--- src/rtl/program_sequencer.sv ---
// program_sequencer
//   Control-side sequencer for the project-1 datapath. Fetches 24-bit words
//   from a synchronous program ROM, holds them in an instruction register,
//   decodes them into datapath controls and steps the program counter. HALTZ
//   instructions request a zero test from the datapath and stop the machine
//   when the datapath answers with halt.
//
// Ports
//   clk, rst           clock, synchronous active-high reset
//   start              launch program at pc=0 (accepted in IDLE / HALTED only)
//   imem_addr/en/data  program ROM address, read enable, word (1-cycle latency)
//   halt               registered zero-test result from the datapath
//   writeEnable, writeSourceSelect, muxASelect, muxBSelect
//                      datapath control strobes / selects
//   extInputData       immediate / jump-target field (IR[7:0])
//   destAddress, aAddress, bAddress, aluOpCode
//                      register and ALU fields taken from IR
//   haltCondition      request zero test of register aAddress
//   busy, done         running / halted status
//   illegal            sticky undefined-class flag
//   instr_count        saturating retired-instruction counter
module program_sequencer #(
    parameter int unsigned PC_WIDTH = 8
) (
    input  logic                clk,
    input  logic                rst,
    input  logic                start,
    output logic [PC_WIDTH-1:0] imem_addr,
    output logic                imem_en,
    input  logic [23:0]         imem_data,
    input  logic                halt,
    output logic                writeEnable,
    output logic                writeSourceSelect,
    output logic                muxASelect,
    output logic                muxBSelect,
    output logic [7:0]          extInputData,
    output logic [3:0]          destAddress,
    output logic [3:0]          aAddress,
    output logic [3:0]          bAddress,
    output logic [3:0]          aluOpCode,
    output logic                haltCondition,
    output logic                busy,
    output logic                done,
    output logic                illegal,
    output logic [15:0]         instr_count
);

    typedef enum logic [2:0] {
        S_IDLE,
        S_FETCH,
        S_DECODE,
        S_EXECUTE,
        S_HALT_WAIT,
        S_HALTED
    } state_t;

    typedef enum logic [3:0] {
        CLS_ALU_RR = 4'h0,
        CLS_ALU_RI = 4'h1,
        CLS_LOADI  = 4'h2,
        CLS_JMP    = 4'h3,
        CLS_HALTZ  = 4'h4,
        CLS_NOP    = 4'hF
    } cls_t;

    localparam logic [PC_WIDTH-1:0] PC_ONE = PC_WIDTH'(1);

    state_t              state;
    state_t              state_next;
    logic [PC_WIDTH-1:0] pc;
    logic [23:0]         ir;
    cls_t                cls;
    logic                cls_known;
    logic                start_ok;

    assign cls       = cls_t'(ir[23:20]);
    assign cls_known = (cls inside {CLS_ALU_RR, CLS_ALU_RI, CLS_LOADI,
                                    CLS_JMP, CLS_HALTZ, CLS_NOP});
    assign start_ok  = start && (state inside {S_IDLE, S_HALTED});

    // Field outputs and selects follow IR in every state
    assign aluOpCode         = ir[19:16];
    assign destAddress       = ir[15:12];
    assign aAddress          = ir[11:8];
    assign bAddress          = ir[7:4];
    assign extInputData      = ir[7:0];
    assign writeSourceSelect = (cls == CLS_LOADI);
    assign muxASelect        = 1'b0;
    assign muxBSelect        = (cls == CLS_ALU_RI);

    assign busy = !(state inside {S_IDLE, S_HALTED});
    assign done = (state == S_HALTED);

    always_ff @(posedge clk) begin
        if (rst) begin
            state <= S_IDLE;
        end else begin
            state <= state_next;
        end
    end

    always_comb begin
        state_next    = state;
        imem_en       = 1'b0;
        imem_addr     = '0;
        writeEnable   = 1'b0;
        haltCondition = 1'b0;
        case (state)
            S_IDLE, S_HALTED: begin
                if (start) state_next = S_FETCH;
            end
            S_FETCH: begin
                imem_en    = 1'b1;
                imem_addr  = pc;
                state_next = S_DECODE;
            end
            S_DECODE: begin
                state_next = S_EXECUTE;
            end
            S_EXECUTE: begin
                writeEnable   = (cls inside {CLS_ALU_RR, CLS_ALU_RI, CLS_LOADI});
                haltCondition = (cls == CLS_HALTZ);
                state_next    = (cls == CLS_HALTZ) ? S_HALT_WAIT : S_FETCH;
            end
            S_HALT_WAIT: begin
                state_next = halt ? S_HALTED : S_FETCH;
            end
            default: state_next = S_IDLE;
        endcase
    end

    // Program counter, instruction register, retire counter, illegal flag.
    // HALTZ defers its pc step to HALT_WAIT, where the halt answer is known.
    always_ff @(posedge clk) begin
        if (rst) begin
            pc          <= '0;
            ir          <= '0;
            instr_count <= '0;
            illegal     <= 1'b0;
        end else begin
            if (start_ok) begin
                pc          <= '0;
                ir          <= '0;
                instr_count <= '0;
                illegal     <= 1'b0;
            end
            case (state)
                S_DECODE: ir <= imem_data;
                S_EXECUTE: begin
                    if (instr_count != '1) instr_count <= instr_count + 16'd1;
                    if (!cls_known) illegal <= 1'b1;
                    if (cls == CLS_JMP) begin
                        pc <= ir[PC_WIDTH-1:0];
                    end else if (cls != CLS_HALTZ) begin
                        pc <= pc + PC_ONE;
                    end
                end
                S_HALT_WAIT: begin
                    if (!halt) pc <= pc + PC_ONE;
                end
                default: ;
            endcase
        end
    end

endmodule

--- config.mk ---
export PLATFORM = sky130hd
export DESIGN_NAME = program_sequencer
export DESIGN_NICKNAME = d
export VERILOG_FILES = /design/src/rtl/program_sequencer.sv
export SDC_FILE = /design/constraint.sdc
export NUM_CORES = 1
export LEC_CHECK = 0
export CORE_MARGIN = 4
export CORE_UTILIZATION = 30
export CTS_CLUSTER_DIAMETER = 150
export DETAILED_ROUTE_END_ITERATION = 10
export PLACE_DENSITY = 0.66
export SLEW_MARGIN = 40
export SYNTH_ARGS = -nofsm -noshare
export SYNTH_HDL_FRONTEND = slang
export SYNTH_SLANG_ARGS = --single-unit
--- constraint.sdc ---
create_clock -name clk -period 2.3 [get_ports clk]
set_input_delay 0.23 -clock clk [delete_from_list [all_inputs] [get_ports clk]]
set_output_delay 0.23 -clock clk [all_outputs]
set_load 0.05 [all_outputs]
Yosys cells after proc, flatten, opt, wreduce, memory -nomap -nowiden
Index checks and enable logic that the tools add are counted.
{ "word_totals": {"register_bits": 52, "inputBits": 28, "out_inout_bits": 57, "word_cells": 50} }
{ "classes": {"add_sub_neg": 2, "n_eq_ne": 13, "mux": 21, "reduce_logical": 9} }
{ "ops": {"columns": ["operator", "n"], "rows": [
  ["16-bit 2-to-1 mux", 3],
  ["24-bit 2-to-1 mux", 2],
  ["8-bit 2-to-1 mux", 5],
  ["16-bit by 1-bit adder with 16-bit output, second input constant", 1],
  ["16-bit inequality test, second input constant", 1],
  ["8-bit case mux with 2 select lines", 1],
  ["3-bit case mux with 5 select lines", 1],
  ["3-bit 2-to-1 mux", 3],
  ["8-bit by 1-bit adder with 8-bit output, second input constant", 1],
  ["4-bit by 2-bit equality test with 1-bit output, second input constant", 2],
  ["3-bit by 2-bit equality test with 1-bit output, second input constant", 2],
  ["3-bit equality test, second input constant", 2],
  ["1-bit 2-to-1 mux", 6],
  ["6-bit nonzero test", 1],
  ["4-bit by 1-bit equality test with 1-bit output, second input constant", 1],
  ["4-bit by 3-bit equality test with 1-bit output, second input constant", 1],
  ["4-bit equality test, second input constant", 1],
  ["4-bit logical NOT", 1],
  ["4-bit by 3-bit inequality test with 1-bit output, second input constant", 1],
  ["2-bit nonzero test", 2],
  ["3-bit by 1-bit equality test with 1-bit output, second input constant", 1],
  ["3-bit logical NOT", 1],
  ["3-bit nonzero test", 1],
  ["2-bit inequality test, second input constant", 1],
  ["3 further kinds", 3]
]} }

Logic depth before layout (Yosys ltp)
Gate-level depths: netlist of run 1.
{ "logic_depth": {"ltp_word": 7, "ltp_mapped": 7, "mapped_depth_nobuf": 6} }

Least setup slack after synthesis of run 1
Ideal clock, no wire load.
{ "synth_timing": {"path_kind": "register to output", "start": "register state[0]", "end": "output imem_addr[0]", "arrival_ns": 2.591, "t_required_ns": 2.070, "setup_slack_ns": -0.521, "stages_incl_launch_ff": 4, "n_path_buf": 1, "path_cell_list": "dfxtp_1 > buf_2 > nor3b_1 > and2_1"} }
{ "synth_via": {"elab_chain_cells": 2} }
{ "synth_lines": {"columns": ["item", "line_no", "source"], "rows": [
  ["from (decl)", "68", "state_t state;"],
  ["from (signal assigned)", "98", "state <= state_next;"],
  ["3-bit by 1-bit equality test with 1-bit output", "108", "case (state)"],
  ["8-bit 2-to-1 mux", "108", null],
  ["to (decl)", "28", "output logic [PC_WIDTH-1:0] imem_addr,"]
]} }
Every way passes these cells.

Final worst setup path of run 1
{ "layout_timing": {"start": "register ir[22]", "end": "output haltCondition"} }
{ "layout_via": {"elab_chain_cells": 2} }
{ "layout_lines": {"columns": ["item", "line_no", "source"], "rows": [
  ["from (decl)", "71", "logic [23:0] ir;"],
  ["from (signal assigned)", "148", "S_DECODE: ir <= imem_data;"],
  ["4-bit by 3-bit equality test with 1-bit output", "122", "haltCondition = (cls == CLS_HALTZ);"],
  ["1-bit 2-to-1 mux", "108", null],
  ["to (decl)", "41", "output logic haltCondition,"]
]} }
Every way passes these cells.

==> impl_results.md, run 1 <==
- Status: completed
- Die area: 11300 sq um
- Overall routing resource usage: 0.140
- Hold Startpoint: imem_data[8]
- FP Rows: 35
- Worst vdd ir: ~0.34 mV
- Most common cell after layout, fill and taps aside: clkdlybuf4s50_1
- Critical path launch point type: flip-flop
- Post-Place Worst Slack: between 300 and 400 ps
- Die H: 106 um
- Crit path arrival time: between 1500 and 2000 ps
- Max cap viols: 0
- Final worst slack: ~130 ps
- Synth async-reset ratio: 0
- Final hold violation count: 0
- CP top delay family: simple AND/OR/NAND/NOR gates
- CP Cell Sequence: or4b_2 -> nor2_2 -> buf_12
- Final Max Tran Viols: 0
- Worst Path Required: about 2100 ps
- DRC: 0
- Largest net degree at the start of global routing: 42
- CP max FO: 10
- Antenna Nets Post-Route: 0
- FF-to-FF path depth: 4
- P_leak: 1.33 nW
- Register area share after synthesis: 0.360
- Core outline area: a little over 9000 sq um
- Synth Warn #: 0
- Clock skew: about 16 ps
- Post-synth EDFFs: 0
- N_diodes: 0
- Hold EP: ir[8]$_SDFFE_PP0P_
- Pwr Total: ~2.2 mW
- Synth Register Bits: 52
- Slew headroom: 0.487
- Clk slew on worst S/H paths: approximately 100 ps
- Worst hold path cell count: 3
- Critical R2R Launch: ir[22]$_SDFFE_PP0P_
- Layout cells sized above 1: 0.0946
- Drt wl/cell: around 15 um
- IO Port Bufs: 83
- CTS Sinks: 52
- Clock buffer depth: 2
- TritonCTS buffer count: 5
- Mapped Area: just under 3000 sq um
- # H-tree levels: 2
- Via count: 2789
- Initial Util: 0.310
- DR iter-0 viols: ~200
- CTS tree: done
- CP Buf/Inv Count: 1
- Post-CTS setup buffers: 0
- Period utilization: 0.945
- Number of library cell types mapped by synthesis: 54
- CP max stage cell: or4b_2
- WL final: roughly 8000 um
- Clk_lat worst skew: ~300 ps
- HPWL after DPL: 5750 um
- Final net count: 453
- Crit Path Class: flip-flop to output port
- Residual overflow from global routing: 0
- I/O pin count: 85
- Commonest non-fill, non-tap cells in the layout: clkdlybuf4s50_1 (71), dfxtp_1 (51), nand2_1 (45), nand3_1 (38), a21oi_1 (38)
- Vias per inst: 5.05
- Post-CTS sizing: 0
- RSZ-0062 raised after global routing: no
- Top FF cell, synth: dfxtp_1
- Fmax: 460 MHz
- Root Buffer: clkbuf_8
- Worst Hold Class: input port to flip-flop
- Avg Cell Area, Syn: between 7 and 8 sq um
- Vias in the first global route: between 2000 and 3000
- Reg2Reg Setup Slack: 300 ps
- P&R area growth vs syn: 34.1%
- Die span in x: 106 um
- Initial antenna violation count: 0
- Minimum clock period: around 2200 ps
- Worst Setup End Kind: output port
- Global-route wire length before repair: between 10000 and 15000 um
- # setup viols final: 0
- Reg2reg end: pc[6]$_SDFF_PP0_
- PwrDens: between 500 and 600 nW/um^2
- WP depth: 3
- GP Congestion: roughly 0.88
- Pre-Repair DR Iteration Count: 5
- Worst-margin pin slew: between 700 and 800 ps
- Synth Net Count: ~410
- Hold buffer count at cts: 0
- Synth Instances: around 380
- Max stage delay on crit path: about 740 ps
## cell usage after synthesis, types with 3 or more instances
cell / n / share of area
inv_1: 4 / 0.0052
a31oi_1: 3 / 0.0065
buf_2: 10 / 0.017
nand2b_1: 3 / 0.0065
and4_1: 3 / 0.0091
and2_1: 9 / 0.019
xnor2_1: 3 / 0.0091
nor4b_1: 5 / 0.015
or3_1: 5 / 0.011
clkbuf_1: 12 / 0.016
a21oi_1: 38 / 0.066
or2_2: 3 / 0.0065
nand2_1: 45 / 0.058
nor2_1: 25 / 0.032
xor2_1: 4 / 0.012
and3_1: 3 / 0.0065
a211oi_1: 6 / 0.016
dfxtp_1: 52 / 0.36
nand3_1: 38 / 0.066
buf_4: 25 / 0.065
nand4_1: 7 / 0.015
o22ai_1: 4 / 0.0086
nor3_1: 5 / 0.0086
o21ai_0: 18 / 0.031
## where the power goes
part | switching (mW) | internal [mW]
Sequential | 0.0448 | 0.935
Clock | 0.301 | 0.429
Combinational | 0.336 | 0.179
## registers in the layout, summed over array words and instances (netlist names)
register / count
illegal: 1
instr_count: 16
ir: 24
pc: 8
state: 3
## layer usage
| metal | global-route usage | part of all wire | wire, um | vias up |
|---|---|---|---|---|
| met5 | 0 | 0 | 0 | - |
| met4 | 0.0324 | 0.015 | 123 | 0 |
| met3 | 0.0553 | 0.093 | 749 | 11 |
| met2 | 0.218 | 0.45 | 3640 | 104 |
| met1 | 0.182 | 0.44 | 3500 | 1260 |
| li1 | - | - | - | 1414 |
## worst max path at each step
stage                                      from                   endpoint  slack (ps)
after floorplan             ir[23]$_SDFFE_PP0P_                 muxBSelect         -20
after global placement    state[0]$_SDFFE_PP0P_  instr_count[3]$_SDFF_PP0_         390
after detailed placement  state[0]$_SDFFE_PP0P_  instr_count[3]$_SDFF_PP0_         360
after CTS                   ir[22]$_SDFFE_PP0P_              haltCondition          50
after global routing      state[1]$_SDFFE_PP0P_                writeEnable          30
final                       ir[22]$_SDFFE_PP0P_              haltCondition         130
## worst min-delay path: stages
cell	delay, ps
clkdlybuf4s50_1	390
nand2_1	50
a21oi_1	50
## logic make-up after synthesis
| kind of cell | share of synthesized area |
|---|---|
| fa+ha+maj | 0.00864 |
| xor+xnor | 0.0212 |
| flops | 0.360 |
| other cells | 0.00130 |
| buf+inv | 0.113 |
| compound gates | 0.201 |
| mux | 0.00346 |
| simple gates | 0.291 |
## cell type report
cell class,instances,area (sq um)
Clock buffer,5,68.8
Clock inverter,2,60.1
Fill cell,917,5450
Inverter,4,15.0
Multi-Input combinational cell,268,1540
Sequential cell,52,1040
Tap cell,129,161
Timing Repair Buffer,92,993
## through the flow
step,area [sq um],utilization,setup TNS (ps),cells,hold slack (ps)
CTS,3880,0.416,0,552,456
floorplan,2910,-,-44.0,375,366
global placement,3750,0.402,0,545,453
detailed placement,3750,0.402,0,545,460
finish,3880,0.416,0,552,464
global route,3880,0.416,0,552,467
Note: power is estimated with default switching activity, not from simulation.
==> run 2: changes to the inputs <==
- MAX_ROUTING_LAYER: unset -> met4
==> run 2 against run 1 <==
Net effect:
- total power barely moved
- sequential share of layout area stayed put
- setup slack better by 11 ps
- flip-flop and latch count is the same
- critical path depth did not move
- critical endpoint unchanged
- wire length unchanged
- highest routed layer unchanged
- utilization stayed put
==> impl_results.md, run 2 (synthesis gave the netlist of run 1 again) <==
- Layout cells sized above 1: 0.0946 (unchanged)
- Worst Setup End Kind: output port (unchanged)
- PwrDens: 573 nW/um^2 (about the same)
- Worst Path Required: 2070 ps (about the same)
- Logic pwr share: 0.232 (about the same)
- WL final: 8020 um (unchanged)
- Die area: 11300 sq um (unchanged)
- Final Max Tran Viols: 0 (unchanged)
- Commonest non-fill, non-tap cells in the layout: clkdlybuf4s50_1 (71), dfxtp_1 (51), nand2_1 (45), nand3_1 (38), a21oi_1 (38) (unchanged)
- Die span in x: 106 um (unchanged)
- Largest net degree at the start of global routing: 42 (unchanged)
- Minimum clock period: 2160 ps (was 2170 ps)
- RSZ-0062 raised after global routing: no (unchanged)
- CTS Sinks: 52 (unchanged)
- Pre-Repair DR Iteration Count: 5 (unchanged)
- P_leak: 1.33 nW (unchanged)
- Drt wl/cell: 14.5 um (unchanged)
- DR iter-0 viols: 207 (was 201)
- Critical path launch point type: flip-flop (unchanged)
- CP max FO: 10 (unchanged)
- DRC: 0 (unchanged)
- GP Congestion: 0.891 (was 0.877)
- Max reg flops: 24 (unchanged)
- Max stage delay on crit path: 740 ps (about the same)
- Worst Hold Class: input port to flip-flop (unchanged)
- CP top delay family: simple AND/OR/NAND/NOR gates (unchanged)
- Status: completed (unchanged)
- Crit path arrival time: 1930 ps (was 1940 ps)
- Fmax: 463 MHz (was 460 MHz)
- Worst vdd ir: 0.342 mV (about the same)
- CP max stage cell: or4b_2 (unchanged)
- Clock buffer depth: 2 (unchanged)
- # fillers: 917 (unchanged)
- Final net count: 453 (unchanged)
- Slew headroom: 0.497 (was 0.487)
- Global-route wire length before repair: 13000 um (was 13100 um)
- CP Cell Sequence: or4b_2 -> nor2_2 -> buf_12 (unchanged)
- TritonCTS buffer count: 5 (unchanged)
- Core Util, Final: 0.416 (unchanged)
- Via count: 2818 (was 2789)
- # setup viols final: 0 (unchanged)
- Clock share of power: 0.327 (was 0.328)
- Largest reg by FF count: ir (unchanged)
- Initial Util: 0.310 (unchanged)
- Multi-input logic area: 1540 sq um (unchanged)
- Most common cell after layout, fill and taps aside: clkdlybuf4s50_1 (unchanged)
- P&R area growth vs syn: 34.1% (unchanged)
- FP Rows: 35 (unchanged)
- Clock skew: 15.2 ps (was 16.0 ps)
- Sequential power share: 0.441 (about the same)
- Period utilization: 0.940 (was 0.945)
- Top Registers: ir (24), instr_count (16), pc (8) (unchanged)
- Clk slew on worst S/H paths: 90 ps (was 100 ps)
- N_diodes: 0 (unchanged)
- Core outline area: 9330 sq um (unchanged)
- Switching pwr: 0.681 mW (was 0.682 mW)
- # H-tree levels: 2 (unchanged)
- CP Buf/Inv Count: 1 (unchanged)
- Antenna Nets Post-Route: 0 (unchanged)
- Worst-margin pin slew: 749 ps (was 763 ps)
- Final hold violation count: 0 (unchanged)
- Int Pwr: 1.54 mW (about the same)
- Vias in the first global route: 2670 (was 2657)
- HPWL after DPL: 5750 um (unchanged)
- Root Buffer: clkbuf_8 (unchanged)
- Crit Path Class: flip-flop to output port (unchanged)
- IO Port Bufs: 83 (unchanged)
- Clk_lat worst skew: 300 ps (about the same)
- CTS tree: done (unchanged)
- Pwr Total: 2.22 mW (about the same)
- Vias per inst: 5.11 (was 5.05)
- Sw Share: 0.306 (about the same)
- Overall routing resource usage: 0.144 (was 0.140)
- Reg area: 1040 sq um (unchanged)
- Initial antenna violation count: 0 (unchanged)
- Residual overflow from global routing: 0 (unchanged)
- I/O pin count: 85 (unchanged)
- Die H: 106 um (unchanged)
- Max cap viols: 0 (unchanged)
## run 2: cell counts in the layout (fill, tap and decap cells not counted)
Identical to the previous run, type by type.
## run 2: final timing paths
kind	start	endpoint	slack (ps)	cells after the start
worst max register to register	ir[22]$_SDFFE_PP0P_	pc[6]$_SDFF_PP0_	330	4
worst min-delay path	imem_data[8]	ir[8]$_SDFFE_PP0P_	460	3
worst max-delay path	ir[22]$_SDFFE_PP0P_	haltCondition	140	3
worst min register to register	ir[16]$_SDFFE_PP0P_	ir[16]$_SDFFE_PP0P_	470	2
## run 2: tightest hold or removal path, cell delays in order
cell	delay (ps)
clkdlybuf4s50_1	390
nand2_1	50
a21oi_1	50
## run 2: metrics by stage
stage,TNS [ps],cells,setup slack (ps),cell area [sq um],hold slack [ps]
2_1_floorplan,-44.0,375,-22.0,2910,366
3_3_place_gp,0,545,390,3750,453
3_5_place_dp,0,545,360,3750,460
4_1_cts,0,552,54.3,3880,456
5_1_grt,0,552,28.3,3880,467
6_report,0,552,139,3880,463
## run 2: per-layer routing
| metal | track usage | wire [um] | vias to the layer above |
|---|---|---|---|
| met2 | 0.217 | 3610 | 111 |
| li1 | - | - | 1418 |
| met5 | - | 0 | - |
| met3 | 0.0383 | 585 | 16 |
| met4 | 0.0324 | 131 | 0 |
| met1 | 0.193 | 3690 | 1273 |
## run 2: repair_timing
action / 4_1_cts / 5_1_grt
hold buffers: 0 / 0
gates resized for setup: 0 / 2
buffers inserted: 0 / 0
endpoints found under the setup margin: 0 / 2
## run 2: power by group through the flow
stage | logic, mW | registers (mW) | clock network, mW
2_1_floorplan | 0.389 | 0.977 | 0
3_3_place_gp | 0.515 | 0.996 | 0
3_5_place_dp | 0.516 | 1.00 | 0
4_1_cts | 0.518 | 0.979 | 0.744
5_1_grt | 0.556 | 0.988 | 0.787
6_report | 0.516 | 0.980 | 0.727
## run 2: cell type report
| cell class | count | area share |
|---|---|---|
| Multi-Input combinational cell | 268 | 0.397 |
| Clock inverter | 2 | 0.0155 |
| Sequential cell | 52 | 0.269 |
| Clock buffer | 5 | 0.0177 |
| Timing Repair Buffer | 92 | 0.256 |
| Inverter | 4 | 0.00387 |
| Tap cell | 129 | 0.0416 |
==> run 3: changes to the inputs <==
- PLACE_DENSITY: 0.66 -> unset
- PLACE_DENSITY_LB_ADDON: unset -> 0.15
==> run 3 against run 2 <==
Net effect:
- utilization is 0.054 points higher
- die area stayed put
- hold slack worse by 8.8 ps
- maximum frequency is 1.0% lower
- combinational power is 3% higher
- first-iteration DRC count is 44% lower
- design area is 0.13% higher
- via count is 1.9% higher
- sequential power hardly changed
- non-clock buffer count is 5 higher
- clock skew is 7.6 ps lower
- largest cell class unchanged
- largest power group unchanged
==> impl_results.md, run 3 (synthesis gave the netlist of run 1 again) <==
- Status: completed (unchanged)
- Overall routing resource usage: 0.153 (was 0.144)
- Vias per inst: 5.15 (was 5.11)
- PwrDens: 537 nW/um^2 (was 573 nW/um^2)
- Initial antenna violation count: 0 (unchanged)
- Worst Setup End Kind: output port (unchanged)
- Residual overflow from global routing: 0 (unchanged)
- Commonest non-fill, non-tap cells in the layout: clkdlybuf4s50_1 (71), dfxtp_1 (51), nand2_1 (45), nand3_1 (38), a21oi_1 (38) (unchanged)
- Reg2Reg Setup Slack: 360 ps (was 330 ps)
- Minimum clock period: 2180 ps (was 2160 ps)
- Pre-Repair DR Iteration Count: 5 (unchanged)
- CTS tree: done (unchanged)
- N_diodes: 0 (unchanged)
- FP Rows: 35 (unchanged)
- I/O pin count: 85 (unchanged)
- Core Util, Final: 0.417 (was 0.416)
- Clock skew: 7.60 ps (was 15.2 ps)
- Period utilization: 0.950 (was 0.940)
- # setup viols final: 0 (unchanged)
- Final Max Tran Viols: 0 (unchanged)
- Root Buffer: clkbuf_8 (unchanged)
- Die span in x: 106 um (unchanged)
- Die area: 11300 sq um (unchanged)
- Fmax: 458 MHz (was 463 MHz)
- RSZ-0062 raised after global routing: no (unchanged)
- Final Instance Area: 3890 sq um (was 3880 sq um)
- # fillers: 955 (was 917)
- Clk_lat worst skew: 310 ps (was 300 ps)
- DRC: 0 (unchanged)
- Worst Path Required: 2070 ps (about the same)
- Worst Hold Class: input port to flip-flop (unchanged)
- Clk slew on worst S/H paths: 100 ps (was 90 ps)
- Top Registers: ir (24), instr_count (16), pc (8) (unchanged)
- DR iter-0 viols: 116 (was 207)
- Largest net degree at the start of global routing: 42 (unchanged)
- WL final: 8410 um (was 8020 um)
- Die H: 106 um (unchanged)
- P&R area growth vs syn: 34.2% (was 34.1%)
- IO Port Bufs: 83 (unchanged)
- Pwr Total: 2.09 mW (was 2.22 mW)
- P_leak: 1.34 nW (was 1.33 nW)
- Clock buffer depth: 2 (unchanged)
- Layout cells sized above 1: 0.107 (was 0.0946)
- Worst Setup EP: haltCondition (unchanged)
- GP Congestion: 0.901 (was 0.891)
- CTS Sinks: 52 (unchanged)
- CP max FO: 8 (was 10)
- Crit path from: ir[20]$_SDFFE_PP0P_ (was ir[22]$_SDFFE_PP0P_)
- TritonCTS buffer count: 5 (unchanged)
- # H-tree levels: 2 (unchanged)
- Final worst slack: 116 ps (was 139 ps)
- Final net count: 458 (was 453)
- Largest reg by FF count: ir (unchanged)
- Initial Util: 0.310 (unchanged)
- Setup TNS: 0 ps (unchanged)
- Crit path arrival time: 1950 ps (was 1930 ps)
- Final hold violation count: 0 (unchanged)
- Placed cell areas: 3790 sq um (was 3750 sq um)
- Crit Path Class: flip-flop to output port (unchanged)
- Most common cell after layout, fill and taps aside: clkdlybuf4s50_1 (unchanged)
- Worst vdd ir: 0.251 mV (was 0.342 mV)
- Critical path launch point type: flip-flop (unchanged)
- Reg2reg end: pc[0]$_SDFF_PP0_ (was pc[6]$_SDFF_PP0_)
- Critical R2R Launch: state[2]$_SDFFE_PP0P_ (was ir[22]$_SDFFE_PP0P_)
- Global-route wire length before repair: 13900 um (was 13000 um)
- Worst-margin pin slew: 572 ps (was 749 ps)
- Core outline area: 9330 sq um (unchanged)
- FF-to-FF path depth: 5 (was 4)
- Antenna Nets Post-Route: 0 (unchanged)
- Post-Place Worst Slack: 360 ps (about the same)
- Drt wl/cell: 15.1 um (was 14.5 um)
- Hold buffer count at cts: 0 (unchanged)
- Max reg flops: 24 (unchanged)
- HPWL after DPL: 5990 um (was 5750 um)
- Via count: 2872 (was 2818)
- Max cap viols: 0 (unchanged)
- Slew headroom: 0.617 (was 0.497)
- Vias in the first global route: 2761 (was 2670)
==> run 3: worst min path at each step <==
stage	startpoint	cells after the start	end	slack [ps]
2_1_floorplan	imem_data[10]	2	ir[10]$_SDFFE_PP0P_	370
3_3_place_gp	illegal$_SDFF_PP0_	2	illegal$_SDFF_PP0_	450
3_5_place_dp	illegal$_SDFF_PP0_	2	illegal$_SDFF_PP0_	450
4_1_cts	imem_data[12]	3	ir[12]$_SDFFE_PP0P_	450
5_1_grt	imem_data[10]	3	ir[10]$_SDFFE_PP0P_	440
6_report	imem_data[9]	3	ir[9]$_SDFFE_PP0P_	450
==> run 3: where the power goes <==
part / total, mW / internal (mW) / leakage (nW) / switching, mW
Clock: 0.572 / 0.247 / 0.0516 / 0.325
Combinational: 0.534 / 0.189 / 0.870 / 0.345
Sequential: 0.979 / 0.935 / 0.421 / 0.0445
Total: 2.09 / 1.37 / 1.34 / 0.715
==> run 3: timing repair <==
item | CTS | global route
resized for setup | 0 | 1
buffers inserted | 0 | 0
endpoints found under the setup margin | 0 | 1
==> run 3: metal layers <==
| layer | global-route usage | share of wire |
|---|---|---|
| met5 | - | 0 |
| met4 | 0.0435 | 0.011 |
| met3 | 0.0413 | 0.066 |
| met2 | 0.224 | 0.43 |
| met1 | 0.208 | 0.50 |
==> run 3: worst max-delay path, stage by stage (launching register included) <==
cell,delay [ps]
dfxtp_1,390
or4b_2,810
nor2_1,280
buf_12,180
==> run 3: metrics by stage <==
step / hold slack [ps] / instances
floorplan: 366 / 375
global placement: 451 / 550
detailed placement: 452 / 550
CTS: 446 / 558
global route: 438 / 558
finish: 454 / 558
==> run 3: final cells by class <==
type | count | area [sq um] | area share
clock inverter | 2 | 13.8 | 0.00354
timing repair buffer | 97 | 1030 | 0.265
sequential | 52 | 1040 | 0.268
inverter | 4 | 15.0 | 0.00386
tap | 129 | 161 | 0.0415
clock buffer | 6 | 82.6 | 0.0212
multi-input combinational | 268 | 1540 | 0.396
